### config.mk
export PLATFORM = sky130hd
export DESIGN_NAME = sim_quad_encoder
export DESIGN_NICKNAME = d
export VERILOG_FILES = /design/src/rtl/sim_quad_encoder.sv
export SDC_FILE = /design/constraint.sdc
export NUM_CORES = 1
export LEC_CHECK = 0
export BUFFER_PORTS_ARGS = -buffer_cell sky130_fd_sc_hd__buf_2
export CORE_ASPECT_RATIO = 0.75
export CORE_MARGIN = 10
export CORE_UTILIZATION = 50
export CTS_CLUSTER_SIZE = 10
export DETAILED_ROUTE_END_ITERATION = 8
export PLACE_DENSITY = 0.77
export SYNTH_ARGS = -nofsm -noshare
export SYNTH_HDL_FRONTEND = slang
export SYNTH_SLANG_ARGS = --single-unit
### constraint.sdc
create_clock -name clk_50Mhz -period 4.19 [get_ports clk_50Mhz]
set_clock_uncertainty 0.05 [all_clocks]
set_input_delay 0.838 -clock clk_50Mhz [delete_from_list [all_inputs] [get_ports clk_50Mhz]]
set_output_delay 0.838 -clock clk_50Mhz [all_outputs]
set_load 0.01 [all_outputs]
### src/rtl/sim_quad_encoder.sv
// rtl/sim_quad_encoder.sv - quadrature wheel-encoder emulator stepped by the divided simulation clock
// Optional index output is built when SIM_ENC_INDEX_EN is defined.
module sim_quad_encoder #(
  parameter int ACC_W     = 16,
  parameter int VEL_W     = 16,
  parameter int POS_W     = 32,
  parameter int IDX_SHIFT = 10
) (
  input  logic                    clk_50Mhz,
  input  logic                    rst_n,
  input  logic                    clk_200khz,
  input  logic                    enable,
  input  logic signed [VEL_W-1:0] velocity,
  input  logic                    load_valid,
  input  logic signed [POS_W-1:0] load_pos,
  output logic                    tick,
  output logic signed [POS_W-1:0] position,
  output logic                    quad_a,
  output logic                    quad_b,
`ifdef SIM_ENC_INDEX_EN
  output logic                    index,
`endif
  output logic                    wrap
);

  if (VEL_W > ACC_W || IDX_SHIFT < 1 || IDX_SHIFT > POS_W) begin : g_bad_params
    $error("sim_quad_encoder: VEL_W must not exceed ACC_W and IDX_SHIFT must lie in 1..POS_W");
  end

  localparam logic [POS_W-1:0] POS_MAX = {1'b0, {(POS_W-1){1'b1}}};
  localparam logic [POS_W-1:0] POS_MIN = {1'b1, {(POS_W-1){1'b0}}};

  logic             sync1_q, sync1_d;
  logic             sync2_q, sync2_d;
  logic             prev_q, prev_d;
  logic             tick_q, tick_d;
  logic [ACC_W-1:0] acc_q, acc_d;
  logic [POS_W-1:0] position_q, position_d;
  logic             quad_a_q, quad_a_d;
  logic             quad_b_q, quad_b_d;
  logic             wrap_q, wrap_d;
`ifdef SIM_ENC_INDEX_EN
  logic             index_q, index_d;
`endif

  logic                    tick_int;
  logic signed [ACC_W-1:0] vel_ext;
  logic [ACC_W:0]          sum;
  logic                    carry;
  logic                    step_up;
  logic                    step_dn;

  always_comb begin
    tick_int = sync2_q & ~prev_q;
    vel_ext  = ACC_W'(velocity);
    sum      = {1'b0, acc_q} + {1'b0, vel_ext};
    carry    = sum[ACC_W];
    // A negative increment is an add of its two's complement: no carry out means a borrow.
    step_up  = ~velocity[VEL_W-1] & carry;
    step_dn  =  velocity[VEL_W-1] & ~carry;

    sync1_d    = clk_200khz;
    sync2_d    = sync1_q;
    prev_d     = sync2_q;
    tick_d     = tick_int;
    acc_d      = acc_q;
    position_d = position_q;
    wrap_d     = wrap_q;

    if (load_valid) begin
      position_d = load_pos;
      acc_d      = '0;
      wrap_d     = 1'b0;
    end else if (tick_int && enable) begin
      acc_d = sum[ACC_W-1:0];
      if (step_up) begin
        position_d = position_q + POS_W'(1);
        if (position_q == POS_MAX) wrap_d = 1'b1;
      end else if (step_dn) begin
        position_d = position_q - POS_W'(1);
        if (position_q == POS_MIN) wrap_d = 1'b1;
      end
    end

    quad_a_d = position_d[1];
    quad_b_d = position_d[1] ^ position_d[0];
`ifdef SIM_ENC_INDEX_EN
    index_d  = (position_d[IDX_SHIFT-1:0] == '0);
`endif
  end

  always_ff @(posedge clk_50Mhz) begin
    if (!rst_n) begin
      sync1_q    <= 1'b0;
      sync2_q    <= 1'b0;
      prev_q     <= 1'b0;
      tick_q     <= 1'b0;
      acc_q      <= '0;
      position_q <= '0;
      quad_a_q   <= 1'b0;
      quad_b_q   <= 1'b0;
      wrap_q     <= 1'b0;
`ifdef SIM_ENC_INDEX_EN
      index_q    <= 1'b1;
`endif
    end else begin
      sync1_q    <= sync1_d;
      sync2_q    <= sync2_d;
      prev_q     <= prev_d;
      tick_q     <= tick_d;
      acc_q      <= acc_d;
      position_q <= position_d;
      quad_a_q   <= quad_a_d;
      quad_b_q   <= quad_b_d;
      wrap_q     <= wrap_d;
`ifdef SIM_ENC_INDEX_EN
      index_q    <= index_d;
`endif
    end
  end

  assign tick     = tick_q;
  assign position = position_q;
  assign quad_a   = quad_a_q;
  assign quad_b   = quad_b_q;
  assign wrap     = wrap_q;
`ifdef SIM_ENC_INDEX_EN
  assign index    = index_q;
`endif

endmodule
==> results of run 1 <==
critical path: cells and delay by family:
| kind | cells | cell delay, ns |
|---|---|---|
| AOI/OAI and AO/OA | 9 | 1.58 |
| adders and majority gates | 3 | 0.86 |
| and+or+nand+nor | 2 | 0.47 |
| buffers and inverters | 3 | 0.44 |
logic make-up after synthesis:
group | share of synthesized area (%)
buffers and inverters | 5.011
AO/OA/AOI/OAI | 25.29
XOR/XNOR | 6.083
adder cells (fa/ha/maj) | 6.547
flip-flops | 25.03
multiplexers | 0.9560
AND/OR/NAND/NOR | 31.08
through the flow:
| step | setup TNS (ns) | util [%] | instance area (µm²) | hold slack [ns] | setup slack [ns] |
|---|---|---|---|---|---|
| floorplan | 0 | - | 4319 | 0.3619 | 0.05832 |
| global placement | 0 | 58.40 | 4937 | 0.3678 | 0.02263 |
| detailed placement | -0.4451 | 58.40 | 4937 | 0.3788 | -0.1034 |
| CTS | 0 | 60.13 | 5084 | 0.3969 | 0.1667 |
| global route | 0 | 60.37 | 5104 | 0.4154 | 0.01407 |
| finish | 0 | 60.37 | 5104 | 0.3926 | 0.1805 |
power by group through the flow:
stage               Combinational [µW]  Sequential, µW  Clock [µW]
floorplan                          200             596           0
global placement                   294             608           0
detailed placement                 301             609           0
CTS                                303             597         435
global route                       338             607         454
finish                             308             600         428
state kept, by name, indices dropped and copies added (netlist names):
| name | count |
|---|---|
| tick | 1 |
| quad_b | 1 |
| position | 32 |
| prev_d | 1 |
| acc_q | 16 |
| prev_q | 1 |
| sync1_q | 1 |
| wrap | 1 |
per-layer routing:
metal | global-route usage (%) | wire length (µm) | vias up
met5 | 0 | 0 | -
met4 | 4.541 | 229 | 0
met2 | 30.55 | 5877 | 260
met3 | 6.467 | 1519 | 27
met1 | 29.10 | 6444 | 2254
li1 | - | - | 2290
cell usage after synthesis, types with 3 or more instances:
library cell	number	area (µm²)
sky130_fd_sc_hd__a21boi_1	4	30.03
sky130_fd_sc_hd__a21o_1	9	67.56
sky130_fd_sc_hd__a21oi_1	39	195.2
sky130_fd_sc_hd__a22o_1	3	26.28
sky130_fd_sc_hd__a22oi_1	5	37.54
sky130_fd_sc_hd__a31oi_1	12	75.07
sky130_fd_sc_hd__a32oi_1	5	43.79
sky130_fd_sc_hd__a41oi_1	3	26.28
sky130_fd_sc_hd__and2_1	14	87.58
sky130_fd_sc_hd__and3_1	13	81.33
sky130_fd_sc_hd__and4_1	3	26.28
sky130_fd_sc_hd__buf_1	3	11.26
sky130_fd_sc_hd__buf_2	5	25.02
sky130_fd_sc_hd__clkbuf_1	30	112.6
sky130_fd_sc_hd__dfxtp_1	54	1081
sky130_fd_sc_hd__ha_1	21	262.8
sky130_fd_sc_hd__inv_1	10	37.54
sky130_fd_sc_hd__mux2i_1	3	30.03
sky130_fd_sc_hd__nand2_1	63	236.5
sky130_fd_sc_hd__nand3_1	32	160.2
sky130_fd_sc_hd__nand3b_1	3	22.52
sky130_fd_sc_hd__nand4_1	22	137.6
sky130_fd_sc_hd__nand4b_1	4	35.03
sky130_fd_sc_hd__nor2_1	31	116.4
sky130_fd_sc_hd__nor2b_1	5	31.28
sky130_fd_sc_hd__nor3_1	17	85.08
sky130_fd_sc_hd__nor4_1	6	37.54
sky130_fd_sc_hd__o211a_1	5	50.05
sky130_fd_sc_hd__o211ai_1	10	75.07
sky130_fd_sc_hd__o21a_1	7	52.55
sky130_fd_sc_hd__o21ai_0	22	110.1
sky130_fd_sc_hd__o21ai_1	18	90.09
sky130_fd_sc_hd__o221ai_1	3	26.28
sky130_fd_sc_hd__or2_1	3	18.77
sky130_fd_sc_hd__or3_1	6	37.54
sky130_fd_sc_hd__or4_1	3	22.52
sky130_fd_sc_hd__xnor2_1	22	192.7
sky130_fd_sc_hd__xor2_1	8	70.07
area by class of cell:
type	instances	area share, %
Multi-Input combinational cell	464	59.60
Clock buffer	5	2.452
Sequential cell	54	21.18
Clock inverter	3	0.4168
Inverter	11	0.8090
Timing Repair Buffer	117	12.90
Tap cell	108	2.648
cells in the final DEF (no fill, tap or decap), types with 4 or more instances in the layout:
cell and instances:
sky130_fd_sc_hd__clkbuf_16 5, sky130_fd_sc_hd__ha_1 21, sky130_fd_sc_hd__o21ai_1 18, sky130_fd_sc_hd__nor3_1 17, sky130_fd_sc_hd__o21ai_0 22, sky130_fd_sc_hd__or3_1 6, sky130_fd_sc_hd__nor4_1 5, sky130_fd_sc_hd__o211ai_1 10
sky130_fd_sc_hd__nand3_1 32, sky130_fd_sc_hd__a21oi_1 39, sky130_fd_sc_hd__buf_2 88, sky130_fd_sc_hd__nand4_1 22, sky130_fd_sc_hd__a21o_1 9, sky130_fd_sc_hd__nor2b_1 5, sky130_fd_sc_hd__xnor2_1 22, sky130_fd_sc_hd__and3_1 13
sky130_fd_sc_hd__nand4b_1 4, sky130_fd_sc_hd__buf_4 29, sky130_fd_sc_hd__nand2_1 63, sky130_fd_sc_hd__xor2_1 8, sky130_fd_sc_hd__a32oi_1 5, sky130_fd_sc_hd__dfxtp_1 54, sky130_fd_sc_hd__a21boi_1 4, sky130_fd_sc_hd__inv_1 10
sky130_fd_sc_hd__nor2_1 30, sky130_fd_sc_hd__and2_1 14, sky130_fd_sc_hd__a31oi_1 11, sky130_fd_sc_hd__o211a_1 5, sky130_fd_sc_hd__o21a_1 7, sky130_fd_sc_hd__a22oi_1 5
path summary, 6_finish.rpt:
| kind | from | end | cells past startpoint |
|---|---|---|---|
| setup / recovery | velocity[0] | position[11] | 17 |
| hold / removal | sync1_q | prev_d | 1 |
| setup reg to reg | acc_q[0] | position[11] | 16 |
| hold reg to reg | sync1_q | prev_d | 1 |
timing repair:
item	4_1_cts	5_1_grt
endpoints found under the setup margin	0	8
setup buffers	0	0
resized for setup	0	4
==> results.py, run 1 <==
metrics = {
    "timing": {
        "post_route_minimum_period_ns": 4.010,
        "final_max_slew_viol_count": 0,
        "timing.fmax_mhz": 249.4,
        "maxSlewHeadroom_pct": 42.92,
        "fin_hold_viols": 0,
        "worst_pin_slew_ns": 0.8561,
        "timing.final.crit_share_pct": 95.69,
        "rsz0062_at_grt": "no",
        "setup_viol_count_final": 0,
    },
    "floorplanning": {
        "floorplan.initialDensity_pct": 51.09,
        "ios": 89,
        "floorplan.die.height_um": 100.5,
        "die_width_um": 127.3,
        "core_area_um2": 8454,
        "rows": 29,
        "die-area_um2": 12790,
    },
    "synth": {
        "post_synth_edffs": 0,
        "synth-seq-area-share_pct": 25.03,
        "number_of_instances_in_the_synthesized_netlist": 570,
        "ys_types": 69,
        "synth_flop_cell": "sky130_fd_sc_hd__dfxtp_1",
        "synthesis.area_per_instance_um2": 7.577,
        "synth.ff_latch_count": 54,
        "synthesis.nets": 645,
        "summed_instance_area_of_the_synthesized_netlist_um2": 4319,
        "async_reset_ff_share_pct": 0,
        "ys_warns": 0,
    },
    "pwr": {
        "seqPwrFrac_pct": 44.9,
        "irDropWorstVdd_v": 0.0001936,
        "power.switching_fraction_pct": 32.81,
        "power.net_switching_uw": 438.2,
        "power-per-cell-area_nw_per_um2": 261.7,
        "p_int_uw": 897.4,
        "total_power_uw": 1336,
        "power_frac_comb_pct": 23.1,
        "clkPwrFrac_pct": 32.0,
        "p_leak_uw": 0.002138,
    },
    "final_layout": {
        "layout.area.seq_um2": 1081,
        "nNetsFinal": 728,
        "num_antenna_cells": 0,
        "synthToLayoutAreaGrowth_pct": 18.16,
        "drive_gt1_share_pct": 21.56,
        "final.fill_count": 763,
        "layoutNonFillerInstCount": 762,
        "multi_input_area_um2": 3042,
    },
    "global_routing": {
        "global_route.usage.total_pct": 20.85,
        "number_of_antenna_violations_at_the_first_check_in_global_routing": 0,
        "grt.overflow.total": 0,
        "grt_first_pass_wirelength_mm": 22.76,
        "via_count_of_the_first_global_routing_pass": 4449,
        "grt_start_max_net_pins": 48,
    },
    "critical_path": {
        "crit_path_top_delay_cell": "sky130_fd_sc_hd__fa_1",
        "crit_path_end_kind": "register",
        "most_prevalent_standard_cell_on_the_critical_path": "sky130_fd_sc_hd__o21ai_1",
        "r2r_setup_slack_ns": 0.51,
        "worst_setup_path_start_kind": "primary input",
        "crit_type": "in -> reg",
        "crit_path_cell_trace": "buf_2, ha_1, fa_1, a21o_1, a221oi_1, buf_4, o211ai_1, a31oi_2, o21ai_1, ha_1, buf_4, and3_1, and3_1, a32oi_1, o21ai_1, o21ai_1, o21a_1",
        "cp_data_arrival_time_ns": 4.20,
        "crit_path_max_fanout": 6,
        "cp.required_ns": 4.38,
        "slowest_delay_ns": 0.38,
    },
    "place": {
        "portBuffers": 88,
        "numPlacedInstances": 754,
        "dp_hpwl_mm": 10.48,
        "gp_routability_congestion": 0.9740,
    },
    "clocking": {
        "worst_skew_pair.late_latency_ns": 0.30,
        "htree_num_levels": 2,
        "cts_sinks": 54,
        "tritoncts.num_buffers": 5,
        "ctsHoldBuffers": 0,
        "clk_path_buf_depth": 2,
        "cts.reportedPaths.clkPinSlew_ns": 0.08,
        "cell_at_the_root_of_the_clock_tree": "sky130_fd_sc_hd__clkbuf_16",
        "clock_tree_from_tritoncts": "yes",
    },
    "routing": {
        "routed_wirelength_mm": 14.07,
        "ant_nets": 0,
        "drc": 0,
        "routed_via_density": 6.340,
        "detailedRoute.firstPassIterationCount": 6,
        "initial_drt_markers": 618,
        "route.detailed.wl_per_inst_um": 18.47,
        "dr_vias": 4831,
    },
    "run_status": {
        "outcome": "finished, final reports clean",
    },
    "run": {
        "drv_cap": 0,
    },
    "min_path": {
        "hold_path.class": "reg -> reg",
    },
}
No activity file was read; power rests on OpenSTA's default activity.
==> run 2, diff against run 1 <==
--- a/config.mk
+++ b/config.mk
@@ -10,4 +10,5 @@
 export CORE_MARGIN = 10
 export CORE_UTILIZATION = 50
+export CTS_BUF_LIST = sky130_fd_sc_hd__clkbuf_4 sky130_fd_sc_hd__clkbuf_8
 export CTS_CLUSTER_SIZE = 10
 export DETAILED_ROUTE_END_ITERATION = 8
==> constraint.sdc (replaced) <==
create_clock -name clk_50Mhz -period 3.4 [get_ports clk_50Mhz]
set_clock_uncertainty 0.05 [all_clocks]
set_input_delay 0.17 -clock clk_50Mhz [delete_from_list [all_inputs] [get_ports clk_50Mhz]]
set_output_delay 0.17 -clock clk_50Mhz [all_outputs]
set_load 0.01 [all_outputs]
==> run 2 against run 1 <==
Effect of this change:
- the flow now finishes with violations (negative setup slack)
- non-clock buffer count grew 13
- largest power group unchanged
- critical endpoint is now position[6]
- sequential cell count is the same
- clock power shrank 7.5%
- register-to-register slack worse by 0.53 ns
- via count is 2.2% higher
==> results.py, run 2 (same netlist as run 1, synthesis figures left out) <==
metrics = {
    "min_path": {
        "min-delay-start": "clk_200khz",
        "hold_path_end": "sync1_q",
        "hold_path.class": "in -> reg",
        "hold-path-cell-count": 2,
    },
    "routing": {
        "routed_via_density": 6.372,
        "dr_vias": 4938,
        "routedLengthMet1_mm": 6.912,
        "drc": 0,
        "detailedRoute.firstPassIterationCount": 6,
        "route.detailed.wl_per_inst_um": 19.41,
        "met2_length_mm": 6.351,
        "detailroute.wirelength.met3_mm": 1.494,
        "ant_nets": 0,
        "topRoutingLayerUsed": "met4",
        "initial_drt_markers": 557,
        "routed_wirelength_mm": 15.04,
    },
    "clocking": {
        "htree_num_levels": 2,
        "cts_sinks": 54,
        "tritoncts.num_buffers": 5,
        "cts.reportedPaths.clkPinSlew_ns": 0.11,
        "cell_at_the_root_of_the_clock_tree": "sky130_fd_sc_hd__clkbuf_8",
        "worst_skew_pair.late_latency_ns": 0.32,
        "clk_path_buf_depth": 2,
        "ctsHoldBuffers": 0,
        "clock_tree_from_tritoncts": "yes",
    },
    "place": {
        "gp_routability_congestion": 0.9897,
        "dp_hpwl_mm": 10.92,
        "portBuffers": 88,
        "numPlacedInstances": 756,
        "placed_area_um2": 4971,
    },
    "pwr": {
        "power-per-cell-area_nw_per_um2": 289.0,
        "p_leak_uw": 0.002205,
        "irDropWorstVdd_v": 0.0002110,
    },
    "critical_path": {
        "r2r_start": "acc_q[0]",
        "crit_path_end_kind": "register",
        "worstSetupStartpoint": "acc_q[0]",
        "crit_path_max_fanout": 5,
        "cp_data_arrival_time_ns": 3.60,
        "number_of_cells_traversed_by_the_worst_register_to_register_path": 16,
        "worst_setup_path_start_kind": "register",
        "worstReg2RegEnd": "position[6]",
        "cp.required_ns": 3.58,
        "crit_type": "reg -> reg",
        "r2r_setup_slack_ns": -0.02,
    },
    "global_routing": {
        "grt_start_max_net_pins": 47,
        "grt.overflow.total": 0,
        "grt_first_pass_wirelength_mm": 23.60,
        "global_route.usage.total_pct": 21.92,
        "via_count_of_the_first_global_routing_pass": 4625,
        "number_of_antenna_violations_at_the_first_check_in_global_routing": 0,
    },
    "final_layout": {
        "commonest_cells_after_routing_fill_and_taps_aside": "sky130_fd_sc_hd__buf_2, sky130_fd_sc_hd__nand2_1, sky130_fd_sc_hd__dfxtp_1",
        "final.fill_count": 777,
        "layout.cell_area.non_filler_um2": 5321,
        "num_antenna_cells": 0,
        "layoutNonFillerInstCount": 775,
        "nNetsFinal": 741,
        "layout_commonest_cell": "sky130_fd_sc_hd__buf_2",
        "drive_gt1_share_pct": 26.39,
        "synthToLayoutAreaGrowth_pct": 23.20,
        "post-route-util_pct": 62.94,
        "largest_register_ff_count": 32,
    },
    "floorplanning": {
        "rows": 29,
        "ios": 89,
        "die-area_um2": 12790,
        "floorplan.die.height_um": 100.5,
        "core_area_um2": 8454,
        "die_width_um": 127.3,
        "floorplan.initialDensity_pct": 51.09,
    },
    "timing": {
        "worst_pin_slew_ns": 0.8284,
        "final_max_slew_viol_count": 0,
        "timing.final.crit_share_pct": 100.6,
        "maxSlewHeadroom_pct": 44.61,
        "fin_hold_viols": 0,
        "setup_viol_count_final": 4,
        "post_route_minimum_period_ns": 3.420,
        "rsz0062_at_grt": "yes",
        "timing.final.ws_setup_ns": -0.02004,
        "timing.fmax_mhz": 292.4,
    },
    "run": {
        "drv_cap": 0,
    },
    "run_status": {
        "violated_checks": "negative setup slack",
        "outcome": "finished, violations left",
    },
}
==> run 2: worst max-delay path, stage by stage (launching register included) <==
cell and delay, ns:
sky130_fd_sc_hd__dfxtp_2 0.35, sky130_fd_sc_hd__ha_4 0.16, sky130_fd_sc_hd__fa_2 0.34, sky130_fd_sc_hd__a21o_1 0.20, sky130_fd_sc_hd__a221oi_4 0.30, sky130_fd_sc_hd__o211ai_1 0.18, sky130_fd_sc_hd__a31oi_1 0.27, sky130_fd_sc_hd__o21ai_1 0.14
sky130_fd_sc_hd__inv_1 0.07, sky130_fd_sc_hd__ha_1 0.14, sky130_fd_sc_hd__nor2b_1 0.13, sky130_fd_sc_hd__buf_4 0.16, sky130_fd_sc_hd__nand3_2 0.14, sky130_fd_sc_hd__a21oi_1 0.27, sky130_fd_sc_hd__xnor2_1 0.17, sky130_fd_sc_hd__o21ai_1 0.07
sky130_fd_sc_hd__and2_1 0.16
==> run 2: layout make-up <==
| cell class | count | area [µm²] | area share (%) |
|---|---|---|---|
| inverters | 11 | 41.29 | 0.7759 |
| well taps | 108 | 135.1 | 2.539 |
| repair buffers | 130 | 803.3 | 15.10 |
| flip-flops and latches | 54 | 1082 | 20.34 |
| clock buffers | 6 | 82.58 | 1.552 |
| multi-input cells | 464 | 3164 | 59.46 |
| clock inverters | 2 | 12.51 | 0.2351 |
==> run 2: per-layer routing <==
metal  global-route usage, %  vias up
li1                        -     2326
met1                   31.23     2318
met2                   31.77      265
met3                   5.310       29
met4                   6.288        0
met5                       0        -
==> run 2: how the worst max path moves through the flow <==
stage	to	slack (ns)	cells after the start
final	position[6]	-0.02	16
after global routing	position[9]	-0.18	17
after CTS	position[11]	0.0003	15
after detailed placement	position[11]	-0.21	15
after global placement	position[11]	-0.08	15
after floorplan	position[9]	0.02	16
==> run 2: metrics by stage <==
| stage | power (µW) | hold slack (ns) | TNS, ns | worst slack, ns |
|---|---|---|---|---|
| floorplan | 982.3 | 0.2473 | 0 | 0.01639 |
| global placement | 1119 | 0.3259 | -0.3520 | -0.07730 |
| detailed placement | 1130 | 0.3409 | -2.139 | -0.2104 |
| CTS | 1526 | 0.0003398 | 0 | 0.0003204 |
| global route | 1610 | 0.005162 | -2.651 | -0.1791 |
| finish | 1538 | 0.006484 | -0.05166 | -0.02004 |
==> run 2: repair_timing <==
action	in CTS	in global routing
buffers inserted	3	8
endpoints found under the setup margin	30	32
resized for setup	9	27
pin swaps	8	19
==> run 2: power by group <==
part           total, µW  internal (µW)  switching, µW
combinational        400            174            225
sequential           742            667           75.6
clock                396            165            231
==> run 3, diff against run 2 <==
- BUFFER_PORTS_ARGS: -buffer_cell sky130_fd_sc_hd__buf_2 -> unset
- DONT_BUFFER_PORTS: unset -> 1
- PLACE_DENSITY: 0.77 -> 0.68
==> run 3 against run 2 <==
Effect of this change:
- the run now ends clean
- clock-buffer cell count stayed put
- clock power is 18% higher
- sequential cell count stayed put
- sequential power is 2.8% higher
- wire length is 2.8% lower
- non-clock buffer count is 75 lower
- global-route usage is 0.38 points lower
==> results.py, run 3 (same netlist as run 1, synthesis figures left out) <==
metrics = {
    "clocking": {
        "clock_tree_from_tritoncts": "yes",
        "clk_path_buf_depth": 2,
        "tritoncts.num_buffers": 5,
        "cts_sinks": 54,
        "worst_skew_pair.late_latency_ns": 0.33,
        "cts.reportedPaths.clkPinSlew_ns": 0.11,
        "htree_num_levels": 2,
        "cell_at_the_root_of_the_clock_tree": "sky130_fd_sc_hd__clkbuf_8",
    },
    "final_layout": {
        "post-route-util_pct": 59.02,
        "final.fill_count": 763,
        "largest_register_ff_count": 32,
        "commonest_cells_after_routing_fill_and_taps_aside": "sky130_fd_sc_hd__nand2_1, sky130_fd_sc_hd__dfxtp_1, sky130_fd_sc_hd__buf_4",
        "multi_input_area_um2": 3156,
        "layout_commonest_cell": "sky130_fd_sc_hd__nand2_1",
        "synthToLayoutAreaGrowth_pct": 15.53,
        "num_antenna_cells": 0,
        "nNetsFinal": 666,
        "layout.area.seq_um2": 1082,
        "drive_gt1_share_pct": 14.38,
        "layoutNonFillerInstCount": 699,
    },
    "pwr": {
        "p_leak_uw": 0.001896,
        "p_int_uw": 1050,
        "power.net_switching_uw": 507.0,
        "clkPwrFrac_pct": 30.1,
        "seqPwrFrac_pct": 49.0,
        "power_frac_comb_pct": 20.9,
        "irDropWorstVdd_v": 0.0002758,
        "power-per-cell-area_nw_per_um2": 312.0,
        "power.switching_fraction_pct": 32.56,
    },
    "critical_path": {
        "crit_type": "reg -> reg",
        "crit_path_top_delay_cell": "sky130_fd_sc_hd__dfxtp_2",
        "worstReg2RegEnd": "position[11]",
        "cp.required_ns": 3.63,
        "cp_data_arrival_time_ns": 3.51,
        "worstSetupStartpoint": "acc_q[0]",
        "r2r_start": "acc_q[0]",
        "crit_path_max_fanout": 6,
        "r2r_setup_slack_ns": 0.11,
        "worstSetupEndpoint": "position[11]",
        "crit_path_end_kind": "register",
        "number_of_cells_traversed_by_the_worst_register_to_register_path": 15,
        "worst_setup_path_start_kind": "register",
        "crit_path_cell_trace": "ha_4, fa_2, a21o_1, a221oi_2, o211ai_1, a31oi_2, o21ai_2, ha_4, buf_4, and3_4, and3_4, a32oi_1, o21ai_1, o21ai_1, o21a_1",
        "slowest_delay_ns": 0.35,
    },
    "routing": {
        "ant_nets": 0,
        "route.detailed.wl_per_inst_um": 20.92,
        "drc": 0,
        "dr_vias": 4627,
        "detailedRoute.firstPassIterationCount": 5,
        "routed_via_density": 6.619,
        "routed_wirelength_mm": 14.62,
        "initial_drt_markers": 717,
    },
    "global_routing": {
        "grt_first_pass_wirelength_mm": 22.60,
        "use_met2_pct": 29.52,
        "busiest_metal_layer_after_global_routing": "met1",
        "via_count_of_the_first_global_routing_pass": 4062,
        "grt.overflow.total": 0,
        "global_route.usage.total_pct": 21.54,
        "grt.met1_usage_pct": 31.05,
        "groute.layer.met3.usage_pct": 6.887,
        "number_of_antenna_violations_at_the_first_check_in_global_routing": 0,
        "grt_start_max_net_pins": 45,
    },
    "floorplanning": {
        "floorplan.initialDensity_pct": 51.09,
        "ios": 89,
        "die-area_um2": 12790,
        "rows": 29,
        "core_area_um2": 8454,
        "floorplan.die.height_um": 100.5,
        "die_width_um": 127.3,
    },
    "place": {
        "portBuffers": 0,
        "dp_slack_ns": -0.1427,
        "dp_hpwl_mm": 10.27,
        "gp_routability_congestion": 0.9531,
        "numPlacedInstances": 669,
    },
    "timing": {
        "rsz0062_at_grt": "yes",
        "timing.final.ws_setup_ns": 0.1143,
        "timing.setup.tns_ns": 0,
        "post_route_minimum_period_ns": 3.286,
        "timing.final.crit_share_pct": 96.64,
        "final_max_slew_viol_count": 0,
        "fin_hold_viols": 0,
        "setup_viol_count_final": 0,
        "worst_pin_slew_ns": 0.7152,
        "maxSlewHeadroom_pct": 52.06,
        "timing.fmax_mhz": 304.3,
    },
    "run_status": {
        "outcome": "finished, final reports clean",
    },
    "run": {
        "drv_cap": 0,
    },
    "min_path": {
        "hold_path.class": "in -> reg",
    },
}
==> run 3: cell count changes in the layout (fill, tap and decap cells not counted), sizes merged <==
cell | previous run | this run
buf | 130 | 42
dlygate4sd3 | 0 | 13
clkinvlp | 1 | 0
bufinv | 0 | 1
clkinv | 1 | 0
==> run 3: per-stage QoR <==
step | total power (µW) | cell area, µm² | hold WS (ns)
finish | 1557 | 4990 | 0.007209
detailed placement | 1054 | 4526 | 0.2515
global placement | 1050 | 4526 | 0.2504
global route | 1629 | 4990 | 0.02423
CTS | 1546 | 4801 | 0.002228
floorplan | 982.3 | 4327 | 0.2473
==> run 3: power groups by stage <==
stage | Clock, µW | Sequential [µW] | Combinational [µW]
after floorplan | 0 | 735 | 247
after global placement | 0 | 775 | 275
after detailed placement | 0 | 775 | 279
after CTS | 482 | 761 | 304
after global routing | 500 | 771 | 358
final | 468 | 763 | 325
==> run 3: worst min path at each step <==
stage	from	end	slack, ns	cells past startpoint
after global placement	rst_n	position[21]	0.25	1
final	load_pos[2]	position[2]	0.007	3
after global routing	load_valid	position[18]	0.02	2
after CTS	load_pos[2]	position[2]	0.002	3
after floorplan	clk_200khz	sync1_q	0.25	1
after detailed placement	rst_n	position[21]	0.25	1
==> run 3: worst max-delay path: cells and delay by family, from the launching register on <==
| kind | cells | cell delay [ns] |
|---|---|---|
| compound gates | 9 | 1.63 |
| fa+ha+maj | 3 | 0.68 |
| buf+inv | 1 | 0.15 |
| flops | 1 | 0.35 |
| simple gates | 2 | 0.38 |
==> run 3: what timing repair did <==
| action | CTS | global route |
|---|---|---|
| gates resized for setup | 2 | 33 |
| gates cloned | 0 | 1 |
| setup endpoints to repair | 23 | 31 |
| setup buffers | 1 | 7 |
| hold buffers | 14 | 0 |
| endpoints found under the hold margin | 37 | 0 |
| pin swaps | 1 | 16 |
==> run 3: routing by layer <==
metal	share of wire [%]	vias up
met1	44	2152
met4	1.8	0
li1	-	2166
met2	42	283
met5	0	-
met3	12	26
==> run 3: final cells by class <==
cell class / instances / share of cell area [%]
well taps: 108 / 2.708
flip-flops and latches: 54 / 21.69
multi-input cells: 464 / 63.24
clock inverters: 1 / 0.6018
clock buffers: 6 / 1.655
repair buffers: 55 / 9.278
inverters: 11 / 0.8275
